### src/rtl/stream_mux_rr_pkg.sv
// ============================================================================
// stream_mux_rr_pkg : shared selection-mode encoding for stream_mux_rr
// Rev 1.0
// ============================================================================
`default_nettype none

package stream_mux_rr_pkg;

  typedef enum logic {
    MODE_FIXED = 1'b0,
    MODE_RR    = 1'b1
  } mode_e;

endpackage

`default_nettype wire

### src/rtl/stream_mux_rr_if.sv
// ============================================================================
// stream_mux_rr_if : input streams, select controls and output stream bundle
// Rev 1.0
// ============================================================================
`default_nettype none

interface stream_mux_rr_if #(
  parameter int N_CH = 16,
  parameter int W    = 8
);
  localparam int SEL_W = $clog2(N_CH);

  logic [N_CH*W-1:0] in_data;
  logic [N_CH-1:0]   in_valid;
  logic [N_CH-1:0]   in_ready;
  logic              mode;
  logic [SEL_W-1:0]  sel;
  logic [W-1:0]      out_data;
  logic [SEL_W-1:0]  out_ch;
  logic              out_valid;
  logic              out_ready;

  // master: producers/consumer side; slave: the multiplexer
  modport master (
    output in_data, in_valid, mode, sel, out_ready,
    input  in_ready, out_data, out_ch, out_valid
  );

  modport slave (
    input  in_data, in_valid, mode, sel, out_ready,
    output in_ready, out_data, out_ch, out_valid
  );
endinterface

`default_nettype wire

### src/rtl/stream_mux_rr_rr_pick.sv
// ============================================================================
// rr_pick : rotating-base priority encoder, first request at or after base
// Rev 1.0
// ============================================================================
`default_nettype none

module rr_pick #(
  parameter int N_CH  = 16,
  parameter int SEL_W = $clog2(N_CH)
) (
  input  logic [N_CH-1:0]  req,
  input  logic [SEL_W-1:0] base,
  output logic [SEL_W-1:0] gnt_idx,
  output logic             gnt_vld
);

  logic [SEL_W:0] idx;

  // Scan offsets from farthest to nearest so the nearest request wins;
  // wrap is modulo N_CH, which need not be a power of two.
  always_comb begin
    gnt_idx = '0;
    gnt_vld = 1'b0;
    idx     = '0;
    for (int k = N_CH - 1; k >= 0; k--) begin
      idx = {1'b0, base} + (SEL_W + 1)'(k);
      if (idx >= (SEL_W + 1)'(N_CH)) begin
        idx = idx - (SEL_W + 1)'(N_CH);
      end
      if (req[idx[SEL_W-1:0]]) begin
        gnt_idx = idx[SEL_W-1:0];
        gnt_vld = 1'b1;
      end
    end
  end

endmodule

`default_nettype wire

### src/rtl/stream_mux_rr.sv
// ============================================================================
// stream_mux_rr : N-channel stream mux, fixed or round-robin select, one reg stage
// Rev 1.0
// ============================================================================
`default_nettype none

module stream_mux_rr
  import stream_mux_rr_pkg::*;
#(
  parameter int N_CH = 16,
  parameter int W    = 8
) (
  input  logic            clk,
  input  logic            rst_n,
  stream_mux_rr_if.slave  bus
);

  localparam int SEL_W = $clog2(N_CH);

  logic [W-1:0]     w_chan [N_CH];
  logic [SEL_W-1:0] ptr_q, ptr_d;
  logic [W-1:0]     out_data_q, out_data_d;
  logic [SEL_W-1:0] out_ch_q, out_ch_d;
  logic             out_valid_q, out_valid_d;
  logic [SEL_W-1:0] rr_idx, gnt_idx;
  logic             rr_vld, fix_vld, gnt_vld, load;

  generate
    for (genvar i = 0; i < N_CH; i++) begin : g_unpack
      assign w_chan[i] = bus.in_data[i*W +: W];
    end
  endgenerate

  rr_pick #(
    .N_CH  (N_CH),
    .SEL_W (SEL_W)
  ) u_rr_pick (
    .req     (bus.in_valid),
    .base    (ptr_q),
    .gnt_idx (rr_idx),
    .gnt_vld (rr_vld)
  );

  // Out-of-range select simply never grants.
  assign fix_vld = ({1'b0, bus.sel} < (SEL_W + 1)'(N_CH)) && bus.in_valid[bus.sel];
  assign gnt_vld = (bus.mode == MODE_RR) ? rr_vld : fix_vld;
  assign gnt_idx = (bus.mode == MODE_RR) ? rr_idx : bus.sel;

  // Gating with rst_n keeps every in_ready low while reset is held.
  assign load = rst_n && (!out_valid_q || bus.out_ready);

  generate
    for (genvar i = 0; i < N_CH; i++) begin : g_ready
      assign bus.in_ready[i] = load && gnt_vld && (gnt_idx == SEL_W'(i));
    end
  endgenerate

  always_comb begin
    out_data_d  = out_data_q;
    out_ch_d    = out_ch_q;
    out_valid_d = out_valid_q;
    ptr_d       = ptr_q;
    if (load) begin
      if (gnt_vld) begin
        out_data_d  = w_chan[gnt_idx];
        out_ch_d    = gnt_idx;
        out_valid_d = 1'b1;
        if (bus.mode == MODE_RR) begin
          ptr_d = (gnt_idx == SEL_W'(N_CH - 1)) ? '0 : gnt_idx + SEL_W'(1);
        end
      end else begin
        out_valid_d = 1'b0;
      end
    end
  end

  always_ff @(posedge clk or negedge rst_n) begin
    if (!rst_n) begin
      out_data_q  <= '0;
      out_ch_q    <= '0;
      out_valid_q <= 1'b0;
      ptr_q       <= '0;
    end else begin
      out_data_q  <= out_data_d;
      out_ch_q    <= out_ch_d;
      out_valid_q <= out_valid_d;
      ptr_q       <= ptr_d;
    end
  end

  assign bus.out_data  = out_data_q;
  assign bus.out_ch    = out_ch_q;
  assign bus.out_valid = out_valid_q;

endmodule

`default_nettype wire

### src/flat_wrapper.sv
// flat-port wrapper written by rule: the top's interface ports become plain ports
module stream_mux_rr_flat import stream_mux_rr_pkg::*;
#(
  parameter int N_CH = 16,
  parameter int W    = 8
)
  (clk, rst_n, bus_in_data, bus_in_valid, bus_mode, bus_sel, bus_out_ready, bus_in_ready, bus_out_data, bus_out_ch, bus_out_valid);
  stream_mux_rr_if #(.N_CH(N_CH), .W(W)) bus_i ();
  input  logic clk;
  input  logic rst_n;
  input wire logic [$bits(bus_i.in_data)-1:0] bus_in_data;
  input wire logic [$bits(bus_i.in_valid)-1:0] bus_in_valid;
  input wire logic [$bits(bus_i.mode)-1:0] bus_mode;
  input wire logic [$bits(bus_i.sel)-1:0] bus_sel;
  input wire logic [$bits(bus_i.out_ready)-1:0] bus_out_ready;
  output wire logic [$bits(bus_i.in_ready)-1:0] bus_in_ready;
  output wire logic [$bits(bus_i.out_data)-1:0] bus_out_data;
  output wire logic [$bits(bus_i.out_ch)-1:0] bus_out_ch;
  output wire logic [$bits(bus_i.out_valid)-1:0] bus_out_valid;
  assign bus_i.in_data = bus_in_data;
  assign bus_i.in_valid = bus_in_valid;
  assign bus_i.mode = bus_mode;
  assign bus_i.sel = bus_sel;
  assign bus_i.out_ready = bus_out_ready;
  assign bus_in_ready = bus_i.in_ready;
  assign bus_out_data = bus_i.out_data;
  assign bus_out_ch = bus_i.out_ch;
  assign bus_out_valid = bus_i.out_valid;
  stream_mux_rr #(.N_CH(N_CH), .W(W)) u_core (.clk(clk), .rst_n(rst_n), .bus(bus_i));
endmodule
### config.mk
export PLATFORM = sky130hd
export DESIGN_NAME = stream_mux_rr_flat
export DESIGN_NICKNAME = d
export VERILOG_FILES = /design/src/rtl/stream_mux_rr_pkg.sv /design/src/rtl/stream_mux_rr_if.sv /design/src/rtl/stream_mux_rr_rr_pick.sv /design/src/rtl/stream_mux_rr.sv /design/src/flat_wrapper.sv
export SDC_FILE = /design/constraint.sdc
export NUM_CORES = 1
export LEC_CHECK = 0
export BUFFER_PORTS_ARGS = -buffer_cell sky130_fd_sc_hd__buf_4
export CORE_AREA = 2 2 99 101
export DETAILED_ROUTE_END_ITERATION = 10
export DIE_AREA = 0 0 101 103
export GPL_TIMING_DRIVEN = 0
export HOLD_SLACK_MARGIN = 0.06
export PLACE_DENSITY_LB_ADDON = 0.05
export SYNTH_ARGS = -nofsm -noshare
export SYNTH_HDL_FRONTEND = slang
export SYNTH_SLANG_ARGS = --single-unit
### constraint.sdc
create_clock -name clk -period 14.6 [get_ports clk]
set_clock_uncertainty 0.1 [all_clocks]
set_input_delay 2.92 -clock clk [delete_from_list [all_inputs] [get_ports clk]]
set_output_delay 2.92 -clock clk [all_outputs]
set_load 0.02 [all_outputs]
======== Word level (Yosys, flattened, before mapping) ========
Index checks and enable logic that the tools add are counted.
storage, ports and cells
  bits in registers ....................... 17
  bits of input ports ..................... 152
  output and inout bits ................... 29
  logic and storage cells ................. 198
operators by class
  $add $sub $neg .......................... 32
  order comparisons ....................... 34
  equal/unequal tests ..................... 15
  muxes and demuxes ....................... 89
  bitwise gates (word level) .............. 1
  reduce and logical (&&, ||, !) cells .... 23
operators by type and width
  kind                                                                                  number
  4-bit 2-to-1 mux                                                                      34
  4-bit by 5-bit < comparator with 1-bit output (second input constant)                 17
  5-bit greater-or-equal comparator (second input constant)                             16
  1-bit binary-select mux with 4-bit select                                             17
  4-bit by 1-bit subtractor with 4-bit output (second input constant)                   16
  4-bit by 4-bit adder with 5-bit output (second input constant)                        8
  1-bit 2-to-1 mux                                                                      35
  8-bit binary-select mux with 4-bit select                                             1
  4-bit == test (second input constant)                                                 8
  4-bit by 3-bit adder with 5-bit output (second input constant)                        4
  1-bit logical AND                                                                     18
  4-bit by 3-bit == test with 1-bit output (second input constant)                      4
  8-bit 2-to-1 mux                                                                      2
  4-bit by 2-bit adder with 5-bit output (second input constant)                        2
  4-bit by 2-bit == test with 1-bit output (second input constant)                      2
  4-bit by 1-bit adder with 5-bit output (second input constant)                        1
  4-bit by 5-bit greater-or-equal comparator with 1-bit output (second input constant)  1
  4-bit NOT with 5-bit output                                                           1
  4-bit by 1-bit adder with 4-bit output (second input constant)                        1
  4-bit by 1-bit == test with 1-bit output (second input constant)                      1
  4-bit zero test                                                                       1
  3-bit AND reduction                                                                   1
  2-bit AND reduction                                                                   1
  1-bit zero test                                                                       1
  1-bit logical OR                                                                      1

======== Longest topological paths before layout ========
Gate-level depths: netlist (run 1).
  depth after elaboration ................. 26
  mapped depth ............................ 20
  depth with buffers taken out ............ 14

======== By module ========
A second synthesis (run 1) with hierarchy kept.
second synthesis, totals
  cells, all modules ...................... 572
  area total of the unflattened synthesis .. 4549.4 um^2
by module, submodules not included
  module         times used  cells an instance  area each (um^2)
  rr_pick        1           257                2384.8
  stream_mux_rr  1           315                2164.6

======== Worst setup path after synthesis (run 1) ========
OpenSTA, ideal clock, no wires.
  kind .................................... input to output
  from .................................... input bus_in_valid[5]
  to ...................................... output bus_in_ready[11]
  arrival time ............................ 6249 ps
  required time ........................... 11580 ps
  path slack .............................. 5331 ps
  stages on the path ...................... 13
  path buffers ............................ 2
  cells stage by stage .................... mux4_2 mux2_4 mux2_2 a2111oi_0 a211oi_1 mux2_2 a21o_1 nand2_4 buf_6 buf_2 ha_1 nand2_1 nor3_1
between the ends
  longest elaborated chain between the ends .. 21
  elaborated cells between the ends (all ways) .. 71
RTL lines
  what                                                                        line                                      RTL
  start, declared                                                             flat_wrapper.sv:12                        input wire logic [$bits(bus_i.in_valid)-1:0] bus_in_valid;
  1-bit binary-select mux with 4-bit select                                   stream_mux_rr_rr_pick.sv:30               if (req[idx[SEL_W-1:0]]) begin
  1-bit 2-to-1 mux (implied by the code)                                      stream_mux_rr_rr_pick.sv:30
  4-bit 2-to-1 mux / 1-bit 2-to-1 mux (equally long branches) (16 in series)  stream_mux_rr_rr_pick.sv:30
  4-bit 2-to-1 mux / 1-bit 2-to-1 mux (equally long branches)                 stream_mux_rr.sv:47, stream_mux_rr.sv:46
  4-bit == test / 1-bit logical AND (equally long branches)                   stream_mux_rr.sv:54                       assign bus.in_ready[i] = load && gnt_vld && (gnt_idx == SEL_W'(i));
  1-bit logical AND (*)                                                       stream_mux_rr.sv:54
  end, declared                                                               flat_wrapper.sv:16                        output wire logic [$bits(bus_i.in_ready)-1:0] bus_in_ready;
Every way passes the cells marked *; elsewhere a longest branch is shown, timed or not. The select of a mux whose other input is x is not followed.

======== Final worst setup path (run 1) ========
  from .................................... input bus_in_valid[10]
  to ...................................... output bus_in_ready[11]
The elaborated chain is that of the path after synthesis.

==> results_dict.tcl, run 1 <==
set metrics [dict create \
    outcome "finished clean" \
    yosysMostFrequentCell "mux2i_1" \
    overflow 0 \
    setup_viol 0 \
    grt_pass1_vias 4830 \
    relSlewSlack_pct 27.4 \
    dr.pass1.iters 5 \
    period_needed_ns 10.13 \
    crit_buf_inv 4 \
    crit_family "multiplexers" \
    crit_chain "buf_4 > mux4_2 > mux2i_1 > mux2i_1 > a21oi_1 > a2bb2oi_1 > nand2_1 > a21o_1 > nand2_4 > buf_6 > buf_2 > ha_1 > nand2_1 > nor3_1 > buf_4" \
    utilization_pct 64.2 \
    synth_seq_area_share_pct 9.37 \
    end_kind "primary output" \
    die_x_microns 101 \
    hp-class "register to register" \
    instances_no_fill 825 \
    place_ws_ns 4.55 \
    synth-edff-count 0 \
    vias 5282 \
    slowest_stage "mux2i_1" \
    clockRootBuffer "clkbuf_8" \
    vias_per_cell 6.40 \
    post-route-drc-count 0 \
    synth_area_sq_mm 0.00454 \
    rows 36 \
    finalHoldViolCount 0 \
    cts_tree "built" \
    fin_crit_sh_pct 69.4 \
    rsz0062_at_grt "no" \
    fin_nets 875 \
    clk_path_buf_depth 2 \
    finalMaxSlewViolations 0 \
    p_clk_share_pct 2.0 \
    cts_buffers 3 \
    max_stage_delay_ns 0.59 \
    multi_input_area_sq_mm 0.00383 \
    diodes 0 \
    syn_to_final_growth_pct 33.8 \
    yosysTopAreaCell "mux2i_1" \
    cts_resized 0 \
    ant_nets 0 \
    cts_max_level 1 \
    tightest_slew_ns 1.08 \
    max_freq_mhz 98.7 \
    clock_sinks 17 \
    final.setup.tns_ns 0 \
    crit_type "input port to primary output" \
    gp_congestion 1.00 \
    maxCapViolCount 0 \
    synth_top_area_share_pct 15.4 \
    antenna_found_initial 0 \
    cts_setup_buffers 0 \
    critPathRequiredTime_ns 11.58 \
    min_path_cells 2 \
    drive_above_1_share_pct 41.2 \
    io_pins 181 \
    regArea_sq_um 425 \
    grt_max_degree 19 \
    max-vdd-ir-drop_v 0.000186 \
    p_leak_nw 2.80 \
    syn_nets 691 \
    switching_share_pct 55.8 \
    coreArea_sq_mm 0.00946 \
    fin_ws_ns 4.47 \
    clk_latency_ns 0.27 \
    portBuffers 179 \
    reg2reg_depth 17 \
    ys_top_cells_by_count "mux2i_1 (70), mux2_2 (47), nand2_1 (45), nor2_1 (44), o21ai_0 (26)" \
    hpwlAfterDp_microns 14500 \
    grtUsageTotal_pct 32.4 \
    hold_buffers 0 \
    synthArstFlopShare_pct 100 \
    avgSynthCellArea_sq_um 8.60 \
    clkTransAtPathRegs_ns 0.08 \
    syn_inst 528 \
    crit_arrival_ns 7.11 \
    power.switching_mw 1.06 \
    ys_seq_elements 17 \
    dominantRegCellSynth "dfrtp_1" \
    combPwrFrac_pct 93.3 \
    synth.distinct_cells 72 \
    synthTopCellsByArea "mux2i_1 (15%), mux2_2 (12%), mux4_2 (11%)" \
    die_y_microns 103 \
    floorplan.initialDensity_pct 48.0 \
    power_density_mw_per_mm2 314 \
    power_frac_seq_pct 4.6 \
    worst-path-max-fanout 11 \
    drtIter0Drc 315 \
    grt_pass1_wl_microns 26500 \
    start_kind "input port" \
    ys_warn_count 0 \
    dpl.cell_count 821 \
    path_depth 15 \
    wirelength_microns 17600 \
    wl_per_cell_microns 21.4 \
    intPower_mw 0.842 \
    nFillCells 844 \
    dieArea_sq_mm 0.0104 \
]
[final cells by class]
type,count,share of cell area [%]
multi-input cells,460,63.0
repair buffers,179,22.1
flip-flops and latches,17,7.00
plain buffers,33,3.56
well taps,114,2.35
inverters,18,1.11
clock buffers,3,0.680
clock inverters,1,0.124
[worst paths after layout]
check	slack, ns	from	end
max	4.47	bus_in_valid[10]	bus_in_ready[11]
max reg2reg	8.41	u_core.ptr_q[1]$_DFFE_PN0P_	u_core.bus.out_data[7]$_DFFE_PN0P_
max in group asynchronous	11.77	rst_n	u_core.bus.out_data[1]$_DFFE_PN0P_
min	0.41	u_core.bus.out_ch[1]$_DFFE_PN0P_	u_core.bus.out_ch[1]$_DFFE_PN0P_
min reg2reg	0.41	u_core.bus.out_ch[1]$_DFFE_PN0P_	u_core.bus.out_ch[1]$_DFFE_PN0P_
min in group asynchronous	2.41	rst_n	u_core.bus.out_ch[2]$_DFFE_PN0P_
[power groups by stage]
stage / sequential (mW) / combinational [mW] / clock [mW]
after floorplan: 0.106 / 1.29 / 0
final: 0.0885 / 1.78 / 0.0385
after global routing: 0.0915 / 1.91 / 0.0402
after CTS: 0.0884 / 1.74 / 0.0388
after detailed placement: 0.0893 / 1.74 / 0
after global placement: 0.0884 / 1.71 / 0
[state kept, by name, summed over array words and instances, names as in the netlist]
signal                count
u_core.bus.out_ch         4
u_core.bus.out_data       8
u_core.bus.out_valid      1
u_core.ptr_q              4
[cell families after synthesis]
kind of cell / after synthesis / synth area share, %
AO/OA/AOI/OAI: 130 / 20.5
multiplexers: 153 / 42.4
buffers and inverters: 51 / 6.26
flip-flops: 17 / 9.37
adder cells (fa/ha/maj): 11 / 3.03
AND/OR/NAND/NOR: 156 / 16.3
XOR/XNOR: 10 / 2.26
[per-layer routing]
metal	GRT usage [%]	share of wire, %	vias to the layer above
li1	-	-	2408
met1	48.7	43	2581
met2	50.3	47	269
met3	4.95	8.9	24
met4	4.89	1.4	0
met5	0	0	-
[tightest hold or removal path: cells and delay by family (launching register included)]
family,cells,cell delay [ns]
AO/OA/AOI/OAI,1,0.07
flip-flops,1,0.36
AND/OR/NAND/NOR,1,0.05
[layout by cell type, fill, tap and decap left out, drive strengths merged, types with 6 or more instances in the layout]
cell type	synthesis	final
a2111oi	8	8
a211oi	16	16
a21o	6	6
a21oi	20	20
buf	25	204
clkbuf	8	11
dfrtp	17	17
ha	11	11
inv	17	17
mux2	57	57
mux2i	73	73
mux4	23	23
nand2	46	46
nand3	20	20
nor2	44	44
nor2b	6	6
nor3	9	9
o211ai	6	6
o21ai	29	29
o22ai	6	6
or3	7	7
or4	9	9
xnor2	7	7
[per-stage QoR]
step	hold WS, ns	area (sq um)	power (mW)
floorplan	0.490	4540	1.39
global placement	0.381	6030	1.80
detailed placement	0.392	6030	1.83
CTS	0.418	6070	1.87
global route	0.439	6070	2.04
finish	0.414	6070	1.91
Power figures use the tool's default switching activity.
==> run 2, diff against run 1 <==
--- a/config.mk
+++ b/config.mk
@@ -5,10 +5,11 @@
 export SDC_FILE = /design/constraint.sdc
 export NUM_CORES = 1
 export LEC_CHECK = 0
+export ABC_AREA = 1
 export BUFFER_PORTS_ARGS = -buffer_cell sky130_fd_sc_hd__buf_4
-export CORE_AREA = 2 2 99 101
+export CORE_AREA = 2 2 102 104
 export DETAILED_ROUTE_END_ITERATION = 10
-export DIE_AREA = 0 0 101 103
+export DIE_AREA = 0 0 104 106
 export GPL_TIMING_DRIVEN = 0
 export HOLD_SLACK_MARGIN = 0.06
 export PLACE_DENSITY_LB_ADDON = 0.05
==> constraint.sdc (replaced) <==
create_clock -name clk -period 9 [get_ports clk]
set_clock_uncertainty 0.1 [all_clocks]
set_input_delay 1.8 -clock clk [delete_from_list [all_inputs] [get_ports clk]]
set_output_delay 1.8 -clock clk [all_outputs]
set_load 0.02 [all_outputs]
==> results_dict.tcl, run 2 <==
set metrics [dict create \
    syn_nets 1030 \
    drtIter0Drc 362 \
    tightest_slew_ns 0.700 \
    crit_type "input port to primary output" \
    synth_seq_area_share_pct 9.47 \
    grt_max_degree 19 \
    grt_pass1_vias 6011 \
    yosysTopAreaCell "nand2_1" \
    ys_top_cells_by_count "nand2_1 (309), nand3_1 (191), inv_1 (113), nor2_1 (48), a21oi_1 (43)" \
    drive_above_1_share_pct 24.1 \
    period_needed_ns 6.62 \
    dominantRegCellSynth "dfrtp_1" \
    wl_per_cell_microns 14.7 \
    avgSynthCellArea_sq_um 5.18 \
    finalHoldViolCount 0 \
    synthArstFlopShare_pct 100 \
    start_kind "input port" \
    finalMaxSlewViolations 0 \
    io_pins 181 \
    die_y_microns 106 \
    syn_inst 867 \
    syn_to_final_growth_pct 34.7 \
    synthTopCellsByArea "nand2_1 (26%), nand3_1 (21%), dfrtp_1 (9.5%)" \
    fin_nets 1214 \
    slowest_stage "nand2_1" \
    worst-path-max-fanout 11 \
    rows 37 \
    grtUsageTotal_pct 31.3 \
    synth-edff-count 0 \
    clock_sinks 17 \
    synth.distinct_cells 37 \
    overflow 0 \
    dieArea_sq_mm 0.0110 \
    yosysMostFrequentCell "nand2_1" \
    gp_congestion 0.994 \
    fin_crit_sh_pct 73.6 \
    mostFrequentLayoutCells "nand2_1 (309), nand3_1 (191), buf_4 (185), inv_1 (113), nor2_1 (48)" \
    hold_buffers 0 \
    ant_nets 0 \
    cts_max_level 1 \
    cts_tree "built" \
    antenna_found_initial 0 \
    diodes 0 \
    end_kind "primary output" \
    critPathRequiredTime_ns 7.10 \
    die_x_microns 104 \
    clockRootBuffer "clkbuf_8" \
    crit_buf_inv 6 \
    final.setup.tns_ns 0 \
    synth_top_area_share_pct 25.8 \
    finalInstanceArea_sq_mm 0.00605 \
    max_stage_delay_ns 0.17 \
    clk_latency_ns 0.25 \
    final_common_cell "nand2_1" \
    wirelength_microns 17400 \
    ys_seq_elements 17 \
    coreArea_sq_mm 0.0100 \
    largest_register_ffs 8 \
    crit_family "simple AND/OR/NAND/NOR gates" \
    relSlewSlack_pct 53.0 \
    crit_arrival_ns 4.72 \
    grt_pass1_wl_microns 28300 \
    placed_cell_area_sq_mm 0.00601 \
    post-route-drc-count 0 \
    maxCapViolCount 0 \
    cts_buffers 3 \
    cp_common_cell "nand2_1" \
    cts_setup_buffers 0 \
    vias 6142 \
    cts_resized 0 \
    floorplan.initialDensity_pct 44.9 \
    dr.pass1.iters 5 \
    clk_path_buf_depth 2 \
    ys_warn_count 0 \
    vias_per_cell 5.18 \
    setup_viol 0 \
    clkTransAtPathRegs_ns 0.06 \
    max_freq_mhz 151 \
    hp-class "register to register" \
    outcome "finished clean" \
    rsz0062_at_grt "no" \
    hpwlAfterDp_microns 14400 \
    synth_area_sq_mm 0.00449 \
    portBuffers 179 \
]
[run 2: final timing paths]
| path | start | end | slack (ns) | cells after the start |
|---|---|---|---|---|
| setup / recovery | bus_in_valid[4] | bus_in_ready[6] | 2.38 | 30 |
| hold / removal | u_core.bus.out_ch[0]$_DFFE_PN0P_ | u_core.bus.out_ch[0]$_DFFE_PN0P_ | 0.40 | 2 |
| setup reg to reg | u_core.ptr_q[1]$_DFFE_PN0P_ | u_core.bus.out_data[2]$_DFFE_PN0P_ | 4.58 | 34 |
| hold reg to reg | u_core.bus.out_ch[0]$_DFFE_PN0P_ | u_core.bus.out_ch[0]$_DFFE_PN0P_ | 0.40 | 2 |
| max in group asynchronous | rst_n | u_core.bus.out_data[1]$_DFFE_PN0P_ | 7.31 | 1 |
| min in group asynchronous | rst_n | u_core.bus.out_ch[0]$_DFFE_PN0P_ | 1.30 | 1 |
[run 2: through the flow]
stage	util, %	worst slack, ns	hold WS, ns	instances
after global placement	60.1	2.47	0.378	1182
final	60.5	2.38	0.402	1186
after detailed placement	60.1	2.44	0.385	1182
after floorplan	-	3.06	0.493	867
after CTS	60.5	2.43	0.401	1186
after global routing	60.5	2.06	0.442	1186
[run 2: routing by layer]
metal	up-vias	part of all wire (%)	wire [microns]	global-route usage, %
met3	54	6.3	1100	2.88
met2	284	51	8840	59.2
met4	0	5.0	877	14.8
met1	2673	38	6570	35.2
li1	3131	-	-	-
met5	-	0	0	0
[run 2: cell families after synthesis]
family                     synth area share [%]
DFF                                        9.47
xor gates and xnor gates                   2.26
and+or+nand+nor                            58.9
adders and majority gates                  3.06
AOI/OAI and AO/OA                          9.30
buffers and inverters                      17.0
[run 2: layout make-up]
type	instances	area (sq um)
buffer	41	295
clock buffer	4	45.0
fill	1102	3950
inverter	123	468
multi-input combinational	686	3300
sequential	17	425
tap	136	170
timing repair buffer	179	1340
[run 2: worst min-delay path: stages (launching register included)]
cell,delay [ns]
dfrtp_1,0.35
nand2_1,0.05
o21ai_0,0.06
Power of run 2 is not shown: default switching activity piles up to over one toggle a cycle in this logic, so the estimate is an artifact.
